File: src/rtl/ifmap_buffer_pkg.sv
// Shared IFmap sizing defaults, common to the address generator and the ring buffer.
package ifmap_buffer_pkg;
  localparam int IFMAP_DATA_WIDTH  = 16;
  localparam int IFMAP_DEPTH       = 16;
  localparam int IFMAP_ADDR_WIDTH  = 4;
  localparam int IFMAP_FILTER_SIZE = 4;
endpackage

File: src/rtl/ifmap_buffer_if.sv
// Buffer-side bus: write stream, generator read port, release request and occupancy status.
interface ifmap_buffer_if
  import ifmap_buffer_pkg::*;
#(
  parameter int DATA_WIDTH = IFMAP_DATA_WIDTH,
  parameter int ADDR_WIDTH = IFMAP_ADDR_WIDTH
);
  logic [DATA_WIDTH-1:0] wr_data;
  logic                  wr_valid;
  logic                  wr_ready;
  logic                  rd_en;
  logic [ADDR_WIDTH-1:0] rd_addr;
  logic [DATA_WIDTH-1:0] rd_data;
  logic                  rd_valid;
  logic                  rd_err;
  logic                  rel_en;
  logic [ADDR_WIDTH:0]   rel_num;
  logic [ADDR_WIDTH-1:0] tail_ptr;
  logic [ADDR_WIDTH:0]   count;
  logic                  empty;
  logic                  full;
  logic                  win_ready;

  modport master (
    output wr_data, wr_valid, rd_en, rd_addr, rel_en, rel_num,
    input  wr_ready, rd_data, rd_valid, rd_err, tail_ptr, count, empty, full, win_ready
  );

  modport slave (
    input  wr_data, wr_valid, rd_en, rd_addr, rel_en, rel_num,
    output wr_ready, rd_data, rd_valid, rd_err, tail_ptr, count, empty, full, win_ready
  );
endinterface

File: src/rtl/ifmap_buf_mem.sv
// Simple dual-port RAM: one write port, one registered read port, read-before-write, no reset.
module ifmap_buf_mem #(
  parameter int DATA_WIDTH = 16,
  parameter int ADDR_WIDTH = 4
) (
  input  logic                  clk,
  input  logic                  wr_en,
  input  logic [ADDR_WIDTH-1:0] wr_addr,
  input  logic [DATA_WIDTH-1:0] wr_data,
  input  logic                  rd_en,
  input  logic [ADDR_WIDTH-1:0] rd_addr,
  output logic [DATA_WIDTH-1:0] rd_data_p1
);
  logic [DATA_WIDTH-1:0] mem [2**ADDR_WIDTH];

  always_ff @(posedge clk) begin
    if (wr_en) mem[wr_addr] <= wr_data;
    if (rd_en) rd_data_p1 <= mem[rd_addr];
  end
endmodule

File: src/rtl/ifmap_buffer.sv
// Circular IFmap ring buffer feeding the address generator; rd_addr is an absolute ring index.
// Optional range check of read addresses against occupancy: define IFMAP_BUF_RD_CHECK_EN.
module ifmap_buffer
  import ifmap_buffer_pkg::*;
#(
  parameter int DATA_WIDTH  = IFMAP_DATA_WIDTH,
  parameter int DEPTH       = IFMAP_DEPTH,
  parameter int ADDR_WIDTH  = IFMAP_ADDR_WIDTH,
  parameter int FILTER_SIZE = IFMAP_FILTER_SIZE
) (
  input  logic          clk,
  input  logic          rst,
  input  logic          flush,
  ifmap_buffer_if.slave bus
);
  logic [ADDR_WIDTH-1:0] wptr;
  logic [ADDR_WIDTH-1:0] tail;
  logic [ADDR_WIDTH:0]   cnt;
  logic [ADDR_WIDTH:0]   eff;
  logic                  wr_fire;
  logic                  full_w;
  logic                  vld_p1;
  logic [DATA_WIDTH-1:0] q_p1;

  // Over-release saturates at current occupancy so count never underflows.
  function automatic logic [ADDR_WIDTH:0] sat_release(input logic [ADDR_WIDTH:0] req,
                                                      input logic [ADDR_WIDTH:0] avail);
    return (req > avail) ? avail : req;
  endfunction

  assign full_w  = (cnt == (ADDR_WIDTH+1)'(DEPTH));
  assign wr_fire = bus.wr_valid && !full_w;
  assign eff     = bus.rel_en ? sat_release(bus.rel_num, cnt) : '0;

  always_ff @(posedge clk or negedge rst) begin
    if (!rst) begin
      wptr <= '0;
      tail <= '0;
      cnt  <= '0;
    end else if (flush) begin
      wptr <= '0;
      tail <= '0;
      cnt  <= '0;
    end else begin
      if (wr_fire) wptr <= wptr + 1'b1;
      tail <= tail + eff[ADDR_WIDTH-1:0];
      cnt  <= cnt + {{ADDR_WIDTH{1'b0}}, wr_fire} - eff;
    end
  end

  ifmap_buf_mem #(
    .DATA_WIDTH (DATA_WIDTH),
    .ADDR_WIDTH (ADDR_WIDTH)
  ) u_mem (
    .clk        (clk),
    .wr_en      (wr_fire && !flush),
    .wr_addr    (wptr),
    .wr_data    (bus.wr_data),
    .rd_en      (bus.rd_en),
    .rd_addr    (bus.rd_addr),
    .rd_data_p1 (q_p1)
  );

  // p0 -> p1: read request registered alongside the RAM output
  always_ff @(posedge clk or negedge rst) begin
    if (!rst) vld_p1 <= 1'b0;
    else      vld_p1 <= bus.rd_en && !flush;
  end

`ifdef IFMAP_BUF_RD_CHECK_EN
  logic [ADDR_WIDTH-1:0] rd_off;
  logic                  rd_err_p1;

  // Offset from the oldest entry, modulo the ring, must fall inside the occupied span.
  assign rd_off = bus.rd_addr - tail;

  always_ff @(posedge clk or negedge rst) begin
    if (!rst) rd_err_p1 <= 1'b0;
    else      rd_err_p1 <= bus.rd_en && !flush && !({1'b0, rd_off} < cnt);
  end

  assign bus.rd_err = rd_err_p1;
`else
  assign bus.rd_err = 1'b0;
`endif

  // RAM has no reset; gating with the valid keeps rd_data at 0 after reset and lost reads.
  assign bus.rd_data   = vld_p1 ? q_p1 : '0;
  assign bus.rd_valid  = vld_p1;
  assign bus.wr_ready  = !full_w;
  assign bus.tail_ptr  = tail;
  assign bus.count     = cnt;
  assign bus.empty     = (cnt == '0);
  assign bus.full      = full_w;
  assign bus.win_ready = (cnt >= (ADDR_WIDTH+1)'(FILTER_SIZE));
endmodule

File: src/flat_wrapper.sv
// flat-port wrapper written by rule: the top's interface ports become plain ports
module ifmap_buffer_flat import ifmap_buffer_pkg::*;
#(
  parameter int DATA_WIDTH  = IFMAP_DATA_WIDTH,
  parameter int DEPTH       = IFMAP_DEPTH,
  parameter int ADDR_WIDTH  = IFMAP_ADDR_WIDTH,
  parameter int FILTER_SIZE = IFMAP_FILTER_SIZE
)
  (clk, rst, flush, bus_wr_data, bus_wr_valid, bus_rd_en, bus_rd_addr, bus_rel_en, bus_rel_num, bus_wr_ready, bus_rd_data, bus_rd_valid, bus_rd_err, bus_tail_ptr, bus_count, bus_empty, bus_full, bus_win_ready);
  ifmap_buffer_if #(.DATA_WIDTH(DATA_WIDTH), .ADDR_WIDTH(ADDR_WIDTH)) bus_i ();
  input  logic clk;
  input  logic rst;
  input  logic flush;
  input wire logic [$bits(bus_i.wr_data)-1:0] bus_wr_data;
  input wire logic [$bits(bus_i.wr_valid)-1:0] bus_wr_valid;
  input wire logic [$bits(bus_i.rd_en)-1:0] bus_rd_en;
  input wire logic [$bits(bus_i.rd_addr)-1:0] bus_rd_addr;
  input wire logic [$bits(bus_i.rel_en)-1:0] bus_rel_en;
  input wire logic [$bits(bus_i.rel_num)-1:0] bus_rel_num;
  output wire logic [$bits(bus_i.wr_ready)-1:0] bus_wr_ready;
  output wire logic [$bits(bus_i.rd_data)-1:0] bus_rd_data;
  output wire logic [$bits(bus_i.rd_valid)-1:0] bus_rd_valid;
  output wire logic [$bits(bus_i.rd_err)-1:0] bus_rd_err;
  output wire logic [$bits(bus_i.tail_ptr)-1:0] bus_tail_ptr;
  output wire logic [$bits(bus_i.count)-1:0] bus_count;
  output wire logic [$bits(bus_i.empty)-1:0] bus_empty;
  output wire logic [$bits(bus_i.full)-1:0] bus_full;
  output wire logic [$bits(bus_i.win_ready)-1:0] bus_win_ready;
  assign bus_i.wr_data = bus_wr_data;
  assign bus_i.wr_valid = bus_wr_valid;
  assign bus_i.rd_en = bus_rd_en;
  assign bus_i.rd_addr = bus_rd_addr;
  assign bus_i.rel_en = bus_rel_en;
  assign bus_i.rel_num = bus_rel_num;
  assign bus_wr_ready = bus_i.wr_ready;
  assign bus_rd_data = bus_i.rd_data;
  assign bus_rd_valid = bus_i.rd_valid;
  assign bus_rd_err = bus_i.rd_err;
  assign bus_tail_ptr = bus_i.tail_ptr;
  assign bus_count = bus_i.count;
  assign bus_empty = bus_i.empty;
  assign bus_full = bus_i.full;
  assign bus_win_ready = bus_i.win_ready;
  ifmap_buffer #(.DATA_WIDTH(DATA_WIDTH), .DEPTH(DEPTH), .ADDR_WIDTH(ADDR_WIDTH), .FILTER_SIZE(FILTER_SIZE)) u_core (.clk(clk), .rst(rst), .flush(flush), .bus(bus_i));
endmodule
File: config.mk
export PLATFORM = sky130hd
export DESIGN_NAME = ifmap_buffer_flat
export DESIGN_NICKNAME = d
export VERILOG_FILES = /design/src/rtl/ifmap_buffer_pkg.sv /design/src/rtl/ifmap_buffer_if.sv /design/src/rtl/ifmap_buf_mem.sv /design/src/rtl/ifmap_buffer.sv /design/src/flat_wrapper.sv
export SDC_FILE = /design/constraint.sdc
export NUM_CORES = 1
export LEC_CHECK = 0
export ABC_AREA = 0
export ABC_CLOCK_PERIOD_IN_PS = 4200
export BUFFER_PORTS_ARGS = -buffer_cell sky130_fd_sc_hd__buf_4
export CAP_MARGIN = 20
export CORE_MARGIN = 3
export CORE_UTILIZATION = 45
export CTS_CLUSTER_DIAMETER = 120
export DETAILED_ROUTE_END_ITERATION = 10
export HOLD_SLACK_MARGIN = 0.03
export MAX_ROUTING_LAYER = met4
export SKIP_LAST_GASP = 1
export SYNTH_ARGS = -nofsm -noshare
export SYNTH_HDL_FRONTEND = slang
export SYNTH_HIERARCHICAL = 1
export SYNTH_SLANG_ARGS = --single-unit
export TNS_END_PERCENT = 100
File: constraint.sdc
create_clock -name clk -period 4.2 [get_ports clk]
set_input_delay 0.63 -clock clk [delete_from_list [all_inputs] [get_ports clk]]
set_output_delay 0.63 -clock clk [all_outputs]
set_load 0.005 [all_outputs]
== Yosys cells after proc, flatten, opt, wreduce, memory -nomap -nowiden ==
Memory sizes are Yosys's and may differ from the RTL's. A register that Yosys moved wholly into a read port is not among the register bits.
Cells that the tools add are included.

* Input port bits: 31
* Output and inout bits: 31
* Register bits: 14
* Memories kept: 1
* Word-level logic and storage cells: 28
* Memory bits (writable): 256

{| class="wikitable"
|+ Memory list
! name !! words !! bits a word !! rd ports !! clocked after Yosys merged registers in !! write ports !! RTL line !! text
|-
| u_core.u_mem.mem || 16 || 16 || 1 || 1 || 1 || ifmap_buf_mem.sv:14 || <nowiki>logic [DATA_WIDTH-1:0] mem [2**ADDR_WIDTH];</nowiki>
|}

* Add/sub/neg operators: 4
* Reduce and logical (&&, ||, !) cells: 7
* Muxes and demuxes: 9
* Magnitude comparators: 2
* Equal/unequal tests: 1

{| class="wikitable"
|+ Operators with widths
! operator !! number
|-
| $mux 16 || 1
|-
| $mux 5 || 3
|-
| $mux 4 || 3
|-
| $add 5x1->5 || 1
|-
| $eq 5x5->1 const B || 1
|-
| $ge 5x3->1 const B || 1
|-
| $gt 5x5->1 || 1
|-
| $logic_not 5->1 || 1
|-
| $sub 5x5->5 || 1
|-
| $add 4x1->4 const B || 1
|-
| $add 4x4->4 || 1
|-
| $logic_and 1x1->1 || 3
|-
| $logic_not 1->1 || 2
|-
| $mux 1 || 2
|-
| $reduce_bool 2->1 || 1
|}

== Logic depth before layout (Yosys ltp) ==
* Word-level depth: 6
* Mapped depth: 17
* Gate-level depth less buffers: 17

== Modules after synthesis ==
Netlist, hierarchy kept.

{| class="wikitable"
|+ By module, submodules not included
! module !! instances !! cells an instance !! area an instance (µm²) !! seq. area each (µm²)
|-
| ifmap_buf_mem || 1 || 432 || 10203.5 || 8167.8
|-
| ifmap_buffer || 1 || 134 || 1216.2 || 350.3
|}

== Worst setup path after synthesis ==
No wires, ideal clock.

* Kind: input port to flip-flop
* From: input port bus_rel_num[4]
* To: register u_core.cnt[4], in the netlist u_core/bus.count[4]
* Path buffers: 0
* Data required time: 4126 ps
* Arrival time: 3406 ps
* Cell stages on the path: 16
* Path slack: 720 ps
* Library setup time: 74 ps
* Cells stage by stage: ha_1 > nand4_2 > or2_1 > o21ai_2 > mux2i_1 > nor2b_1 > ha_1 > inv_1 > ha_1 > inv_1 > fa_1 > nor2b_4 > o21a_1 > or3_1 > a211o_1 > a21oi_2

* Longest elaborated chain between the ends: 5

{| class="wikitable"
|+ RTL lines
! element !! RTL line !! text
|-
| start, declared || flat_wrapper.sv:19 || <nowiki>input wire logic [$bits(bus_i.rel_num)-1:0] bus_rel_num;</nowiki>
|-
| $gt 5x5->1 || ifmap_buffer.sv:28 || <nowiki>return (req > avail) ? avail : req;</nowiki>
|-
| $mux 5 (*) || ifmap_buffer.sv:28 ||
|-
| $mux 5 (*) || ifmap_buffer.sv:33 || <nowiki>assign eff = bus.rel_en ? sat_release(bus.rel_num, cnt) : '0;</nowiki>
|-
| $sub 5x5->5 (*) || ifmap_buffer.sv:47 || <nowiki>cnt <= cnt + {{ADDR_WIDTH{1'b0}}, wr_fire} - eff;</nowiki>
|-
| $mux 5 (*) || ifmap_buffer.sv:40 || <nowiki>end else if (flush) begin</nowiki>
|-
| end signal, assigned || ifmap_buffer.sv:47 ||
|-
| end, declared || ifmap_buffer.sv:18 || <nowiki>logic [ADDR_WIDTH:0] cnt;</nowiki>
|}

Mark *: on every way between the ends. The rest lies on a longest branch, timed or not.
A chain may end at the register's enable or synchronous reset.

== Final worst setup path ==
* From: register u_core.cnt[4], in the netlist u_core/bus.count[4]
* To: register u_core.cnt[4], in the netlist u_core/bus.count[4]

* Longest elaborated chain between the ends: 6
* Elaborated cells on any way between the ends: 9
* Those cells by class: 2 x add/sub; 1 x order compare; 1 x eq/ne; 3 x mux; 2 x reduce/logical

{| class="wikitable"
|+ RTL lines
! element !! RTL line !! text
|-
| $eq 5x5->1 || ifmap_buffer.sv:31 || <nowiki>assign full_w = (cnt == (ADDR_WIDTH+1)'(DEPTH));</nowiki>
|-
| $logic_not 1->1 || ifmap_buffer.sv:32 || <nowiki>assign wr_fire = bus.wr_valid && !full_w;</nowiki>
|-
| $logic_and 1x1->1 || ifmap_buffer.sv:32 ||
|-
| $add 5x1->5 || ifmap_buffer.sv:47 ||
|-
| $sub 5x5->5 (*) || ifmap_buffer.sv:47 ||
|-
| $mux 5 (*) || ifmap_buffer.sv:40 ||
|}

Marked as above.

==> run metrics <==
R2R Setup Slk=0.60 ns; fin crit period=3.60 ns; MaxCap Viol Count=0; Synth Area in Adders=2.21%; PortBufs=60; Synth Area in Simple Gates=4.43%; Yosys warnings=6; origin of the critical flop-to-flop path=u_core/bus.count[4]$_DFF_PN0_; gpl congestion=0.799; Critical Path Fanout Max=5; PD cells=496 nW/µm²; Hold EP=u_core/bus.count[4]$_DFF_PN0_; area fraction in compound gates after synthesis=3.16%; unrepaired setup endpoints after global routing=no; number of routed nets with antenna violations=0; status=finished clean; clk sinks=286; CTS Buf Count=28; worst path required time=4.66 ns; critical hold path startpoint=flush; largest family of logic cells by synthesized area=multiplexers; Max Clock Skew=0.0123 ns; relative slew slack=32.8%; DIE AREA=27300 µm²; Comb pwr share=12.4%; post-synthesis cell type count=47; drt pass-1 iters=5; PostCTS Resize Cnt=0; nets=706; Worst Tran Pin Value=1.01 ns; multiplexer area fraction after synthesis=13.5%; drt first-iter violations=470; CTS H-Tree Depth=1; syn_area_per_cell=20.2 µm²; Max Root-Sink Buffers=3; Post-Syn Instances=566; Die X=165 µm; static leakage=4.59 nW; CP endpoint kind=register; Seq/Total Area, Yosys=74.6%; final period utilization=85.8%; Setup WS post-layout=0.596 ns; clk root buf=clkbuf_16; worst path arrival time=4.07 ns; grt ovf=0; vias per inst=5.63; reg2reg end=u_core/bus.count[4]$_DFF_PN0_; Post-Route WL=23900 µm; Psw=1.48 mW; clock power share=37.7%; worst r2r path cells=17; syn nets=616; XOR/XNOR Fraction of Synth Area=0.460%; synth-to-layout area growth=16.5%; Setup Crit Path Kind=register to register; most frequent cells in the layout=edfxtp_1 (272), buf_4 (82), mux4_2 (54); # DRC=0; post-route core utilization=54.1%; Avg WL per Cell=23.9 µm; DR vias=5627; antenna violations before repair=0; commonest non-fill, non-tap cell in the layout=edfxtp_1; post-DP HPWL=14000 µm; register bit total from synthesis=286; # diodes=0; Tot GR Track Use=18.5%; startpoint types=register; Achievable Freq=0.278 GHz; CTS tree=yes; clock slew at reported path FFs=0.06 ns; pin count of the biggest net entering global routing=65; Fin. Hold Viols=0; fraction of layout cells with a size suffix above 1=29.7%; Slew Limit Fails=0; setup repair bufs after CTS=0; setup TNS=0 ns; vias in the first global route=5914; first-pass GRT wire length=35900 µm; Internal Power=5.12 mW; Mapped Area=11400 µm²; Initial Util=46.4%; sequential share of power=49.9%; Hold Path Cell Cnt=2; Die H=165 µm; Placement Setup Slack=0.372 ns; IO Pins=62; maximum vdd ir drop=0.303 mV; number of core rows=57; layout filler cell count=1906; core area=24600 µm²; Setup-failing EPs final=0; Clk Latency, worst-skew pair=0.53 ns; Worst Hold Class=input port to register; Sw Share=22.4%
## area by class of cell
class	instances	area, µm²	share of cell area (%)
Multi-Input combinational cell	243	2760	20.8
Inverter	13	48.8	0.367
Timing Repair Buffer	84	646	4.85
Clock inverter	14	168	1.26
Sequential cell	286	8520	64.0
Clock buffer	36	752	5.65
Tap cell	324	405	3.05
## metal layers
layer,vias up,track usage (%),part of all wire (%)
li1,2481,-,-
met3,39,2.97,5.5
met4,0,3.74,2.1
met2,149,30.5,50
met1,2958,24.7,43
met5,-,-,0
## timing repair
action                                 4_1_cts  5_1_grt
hold buffers                                 1        0
setup endpoints to repair                    0        0
endpoints found under the hold margin       14        0
## cell families (layout without fill, tap and decap cells)
kind of cell / Yosys count / after routing
and+or+nand+nor: 98 / 98
DFF: 286 / 286
adders and majority gates: 19 / 19
xor gates and xnor gates: 6 / 6
muxes: 69 / 69
other: 1 / 1
AOI/OAI and AO/OA: 50 / 50
buffers and inverters: 37 / 147
## sequential cells by signal, indices dropped and copies added, names as in the netlist
register and count:
u_core/bus.rd_valid 1, u_core/u_mem/mem 256, u_core/wptr 4, u_core/bus.count 5, u_core/u_mem/rd_data_p1 16, u_core/bus.tail_ptr 4
## worst max-delay path, stage by stage (launching register included)
cell and delay, ns:
dfrtp_1 0.40, inv_1 0.11, ha_1 0.35, nand4_2 0.14, or2_1 0.28, o21ai_2 0.15
mux2i_1 0.22, nor2b_1 0.08, ha_1 0.27, inv_1 0.04, ha_1 0.19, inv_1 0.08
fa_1 0.23, nor2b_4 0.05, o21a_1 0.17, or3_1 0.33, a211o_1 0.32, a21oi_2 0.13
## power groups by stage
stage                     logic, mW  clock network, mW  registers [mW]
after global routing          0.909               2.65            3.30
after CTS                     0.828               2.54            3.29
after global placement        0.793                  0            3.35
after detailed placement      0.823                  0            3.35
final                         0.819               2.49            3.29
after floorplan               0.529                  0            3.33
## per-stage QoR
| stage | std cells | power [mW] | hold slack (ns) | cell area [µm²] |
|---|---|---|---|---|
| after detailed placement | 949 | 4.17 | 0.494 | 12400 |
| after floorplan | 566 | 3.86 | 0.334 | 11400 |
| after global placement | 949 | 4.14 | 0.490 | 12400 |
| after CTS | 1000 | 6.66 | 0.366 | 13300 |
| final | 1000 | 6.60 | 0.376 | 13300 |
| after global routing | 1000 | 6.86 | 0.374 | 13300 |
## how the worst max path moves through the flow
stage                             startpoint                             to  slack, ns
4_1_cts        u_core/bus.count[4]$_DFF_PN0_  u_core/bus.count[4]$_DFF_PN0_       0.60
2_1_floorplan                 bus_rel_num[4]  u_core/bus.count[4]$_DFF_PN0_       0.72
3_5_place_dp                  bus_rel_num[4]  u_core/bus.count[4]$_DFF_PN0_       0.37
3_3_place_gp                  bus_rel_num[4]  u_core/bus.count[4]$_DFF_PN0_       0.46
5_1_grt        u_core/bus.count[2]$_DFF_PN0_  u_core/bus.count[4]$_DFF_PN0_       0.40
6_report       u_core/bus.count[4]$_DFF_PN0_  u_core/bus.count[4]$_DFF_PN0_       0.60
## synth_stat cells (all sizes together)
master | instances | share of area [%]
nand4 | 2 | 0.16
nor3 | 6 | 0.26
xnor2 | 3 | 0.23
inv | 13 | 0.43
conb | 1 | 0.033
or3 | 1 | 0.055
buf | 14 | 0.89
and2b | 1 | 0.077
and2 | 17 | 0.93
nor2 | 24 | 0.81
fa | 2 | 0.35
xor2 | 3 | 0.23
a21o | 2 | 0.13
o21a | 1 | 0.066
dfrtp | 14 | 3.1
nand2 | 24 | 0.79
edfxtp | 272 | 72
a211o | 1 | 0.077
or2 | 1 | 0.055
mux2 | 2 | 0.26
or3b | 1 | 0.077
nand3 | 3 | 0.13
nor2b | 11 | 0.67
a211oi | 1 | 0.066
a31oi | 1 | 0.055
o31a | 1 | 0.077
o22ai | 1 | 0.055
mux2i | 3 | 0.26
a22oi | 32 | 2.1
a21oi | 6 | 0.30
ha | 17 | 1.9
nand2b | 5 | 0.27
nand3b | 2 | 0.13
o211ai | 1 | 0.066
mux4 | 64 | 13
o21ai | 3 | 0.16
clkbuf | 10 | 0.33
No activity file was read; power rests on OpenSTA's default activity.
